<file path="src/rtl/pipe_reg_valid.sv">
// Purpose: WIDTH-bit, DEPTH-stage pipeline register with per-stage valid, global advance enable and synchronous flush.
// Latency: DEPTH enabled clock edges from capture at stage 0 to out/out_valid; stalled cycles add one-for-one.
// Backpressure: none; enable=0 freezes every stage, and the operand leaving the last stage is dropped.
// Optional feature: define PIPE_REG_COUNT_EN to add the registered occupancy output 'count'.
module pipe_reg_valid #(
    parameter int WIDTH        = 10,
    parameter int DEPTH        = 3,
    parameter int ZERO_INVALID = 0
) (
    input  logic             clock,
    input  logic             reset_n,
    input  logic [WIDTH-1:0] in,
    input  logic             in_valid,
    input  logic             enable,
    input  logic             flush,
    output logic [WIDTH-1:0] out,
    output logic             out_valid,
    output logic             busy
`ifdef PIPE_REG_COUNT_EN
    ,
    output logic [$clog2(DEPTH+1)-1:0] count
`endif
);

    // Dead stages are forced to zero only when switching-activity gating is enabled.
    localparam bit GATE = (ZERO_INVALID != 0);

    logic [WIDTH-1:0] data [DEPTH];
    logic [DEPTH-1:0] v;

    // Data entering a stage: passed through, or zeroed when gating and the incoming valid is low.
    function automatic logic [WIDTH-1:0] gate_data(input logic [WIDTH-1:0] d, input logic vld);
        return (GATE && !vld) ? '0 : d;
    endfunction

    // Stage registers: reset beats flush beats enable; otherwise everything holds.
    always_ff @(posedge clock) begin
        if (!reset_n || flush) begin
            v <= '0;
            for (int k = 0; k < DEPTH; k++) begin
                data[k] <= '0;
            end
        end else if (enable) begin
            v[0]    <= in_valid;
            data[0] <= gate_data(in, in_valid);
            for (int k = 1; k < DEPTH; k++) begin
                v[k]    <= v[k-1];
                data[k] <= gate_data(data[k-1], v[k-1]);
            end
        end
    end

    assign out       = data[DEPTH-1];
    assign out_valid = v[DEPTH-1];
    assign busy      = |v;

`ifdef PIPE_REG_COUNT_EN
    localparam int CNT_W = $clog2(DEPTH+1);

    // Occupancy tracked incrementally: +1 on entry, -1 on exit, both only on advancing edges.
    always_ff @(posedge clock) begin
        if (!reset_n || flush) begin
            count <= '0;
        end else if (enable) begin
            count <= count + CNT_W'(in_valid) - CNT_W'(v[DEPTH-1]);
        end
    end
`endif

endmodule

</file>
<file path="config.mk">
export PLATFORM = sky130hd
export DESIGN_NAME = pipe_reg_valid
export DESIGN_NICKNAME = d
export VERILOG_FILES = /design/src/rtl/pipe_reg_valid.sv
export SDC_FILE = /design/constraint.sdc
export NUM_CORES = 1
export LEC_CHECK = 0
export CAP_MARGIN = 20
export CORE_UTILIZATION = 55
export DETAILED_ROUTE_END_ITERATION = 10
export DONT_BUFFER_PORTS = 1
export PLACE_DENSITY_LB_ADDON = 0.05
export SKIP_CTS_REPAIR_TIMING = 1
export SLEW_MARGIN = 30
export SYNTH_ARGS = -nofsm -noshare
export SYNTH_HDL_FRONTEND = slang
export SYNTH_SLANG_ARGS = --single-unit
</file>
<file path="constraint.sdc">
create_clock -name clock -period 1.6 [get_ports clock]
set_clock_uncertainty 0.15 [all_clocks]
set_input_delay 0.32 -clock clock [delete_from_list [all_inputs] [get_ports clock]]
set_output_delay 0.32 -clock clock [all_outputs]
set_load 0.01 [all_outputs]
</file>
==> reports/metrics.yaml <==
grt:
  vias_in_the_first_global_route: 488
  global_route.overflow_total: 0
  wire_length_of_the_first_global_routing_pass_um: 2080
  met2_usage: 0.184
  grt_overall_usage: 0.119
  maximum_number_of_pins_on_one_net_before_global_route_repair: 31
  grt.met3_usage: 0.0565
  antenna_found_initial: 0
  grt_busiest_layer: "met2"
  gr-usage-met1: 0.123
routing:
  route.detailed.vias_per_inst: 4.98
  detailedRoute.firstIterationViolations: 5
  drt_wl_cell_um: 12.2
  drt_wl_total_um: 1330
  final_antenna_net_count: 0
  drt_pass_1_iters: 4
  dr_total_vias: 543
  detail_route.drc_violations: 0
synthesis:
  synth.yosys.warnings: 0
  synth_nets: 101
  synth-seq-area-share: 0.719
  post_syn_instances: 86
  post_synth.cell_area_avg_um2: 15.5
  synth.distinct_cells: 12
  synth.cell_area_mm2: 0.00134
  ys_seq_elements: 33
die:
  start_util: 0.593
  num_rows: 17
  pin_count: 27
  coreArea_mm2: 0.00225
  fp.dieH_um: 51.3
  die_area_mm2: 0.00263
  die_width_um: 51.3
setup_path:
  critical_path.cell_chain: "or3_4"
  timing.critical_path.slowest_stage_cell: "or3_4"
  path_class: "flip-flop to primary output"
  critPathLaunchType: "flip-flop"
  critical-path-top-delay-family: "simple AND/OR/NAND/NOR gates"
  crit_fanout: 3
  timing.critical_path.slowest_cell_delay_ns: 0.41
  critPathArrivalTime_ns: 1.08
  crit_path_end_kind: "primary output"
  path_buf_inv: 0
  critPathRequiredTime_ns: 1.13
clock_network:
  clk_root_buffer_cell: "clkbuf_4"
  tritoncts: "built"
  cts_buffer_depth: 2
  clock_sink_count: 33
  clk_latency_ns: 0.30
  clkTransAtPathRegs_ns: 0.09
  tritoncts.num_buffers: 5
  cts_htree_levels: 2
finish:
  diodes: 0
  layout-drive-gt1-share: 0.173
  sequential_cell_area_um2: 961
  area_delta_synth_final_pct: -1.22
  final.fill_count: 179
  fin_nets: 96
  multiInputGateArea_um2: 272
  final_cell_count_no_fill: 109
timing:
  finalSetupViolations: 0
  layout_worst_path_cycle_share: 0.971
  tightestPinTransition_ns: 0.663
  rsz0062_at_grt: "no"
  postLayoutSetupSlackWorst_ns: 0.0466
  timing.final.hold_violations: 0
  timing.final.max_slew_violations: 0
  min_period_ns: 1.55
  max_freq_mhz: 644
  worst_slew_margin_rel: 0.558
  setup_tns_ns: 0
placement:
  post-place-ws_ns: 0.0830
  estimated_wirelength_of_the_detail_placed_design_um: 816
  dp.cells: 102
  numPortBuffers: 0
  place_congestion: 0.613
min_path:
  hold_path_class: "input pin to flip-flop"
power:
  vdd.ir_drop.worst_mv: 0.620
  cellLeakagePower_uw: 0.000526
  power-per-cell-area_mw_per_mm2: 1080
  p_total_uw: 1430
run_status:
  result_of_the_run: "completed"
job:
  timing.max_cap.violations: 0
[logic make-up (layout without fill, tap and decap cells)]
family / after synthesis / after routing / share of synthesized area
and+or+nand+nor: 37 / 37 / 0.177
muxes: 3 / 3 / 0.0225
DFF: 33 / 33 / 0.719
buffers and inverters: 13 / 8 / 0.0815
[cells in the mapped netlist]
master / count / area share
dfxtp_1: 3 / 0.045
nand2b_1: 1 / 0.0047
and2_2: 5 / 0.028
buf_4: 10 / 0.056
or3_1: 1 / 0.0047
and3b_4: 1 / 0.0094
or2_2: 1 / 0.0047
mux2i_1: 3 / 0.022
edfxtp_1: 30 / 0.67
nor2_1: 3 / 0.0084
buf_6: 3 / 0.025
and2_1: 25 / 0.12
[report_power, final]
part,switching (uW),internal [uW],total [uW]
Clock,238,159,397
Sequential,15.1,977,992
Combinational,21.0,15.5,36.5
Total,274,1150,1430
[cells in the final DEF (no fill, tap or decap), types with 3 or more instances in the layout]
| master | count |
|---|---|
| and2_1 | 25 |
| edfxtp_1 | 30 |
| nor2_1 | 3 |
| and2_2 | 5 |
| clkbuf_4 | 5 |
| mux2i_1 | 3 |
| dfxtp_1 | 3 |
[metrics by stage]
stage | util | cell area (um^2) | hold WS (ns)
final | 0.585 | 1320 | 0.0112
after detailed placement | 0.563 | 1270 | 0.332
after global placement | 0.563 | 1270 | 0.327
after CTS | 0.583 | 1320 | -0.00382
after global routing | 0.585 | 1320 | 0.0221
after floorplan | - | 1340 | 0.317
[metal layers]
| layer | part of all wire | wire length [um] | vias to the layer above |
|---|---|---|---|
| met1 | 0.44 | 590 | 244 |
| met2 | 0.48 | 634 | 27 |
| met3 | 0.067 | 89 | 2 |
| li1 | - | - | 270 |
| met5 | 0 | 0 | - |
| met4 | 0.011 | 14 | 0 |
[sequential cells by signal, summed over array words and instances, names as in the netlist]
register and flops:
data 30, v 3
[final cells by class]
type | instances | area share
tap | 28 | 0.0265
multi-input combinational | 40 | 0.206
sequential | 33 | 0.728
clock buffer | 6 | 0.0313
clock inverter | 1 | 0.00284
timing repair buffer | 1 | 0.00569
[final timing paths]
check / from / endpoint / slack [ns] / depth (start not counted)
worst min register to register: data[0][14] / data[0][24] / 0.37 / 1
worst min-delay path: enable / v[1] / 0.01 / 2
worst max register to register: data[0][9] / data[0][19] / 0.69 / 1
worst max-delay path: v[2] / busy / 0.05 / 1
(Power assumes the default switching activity.)
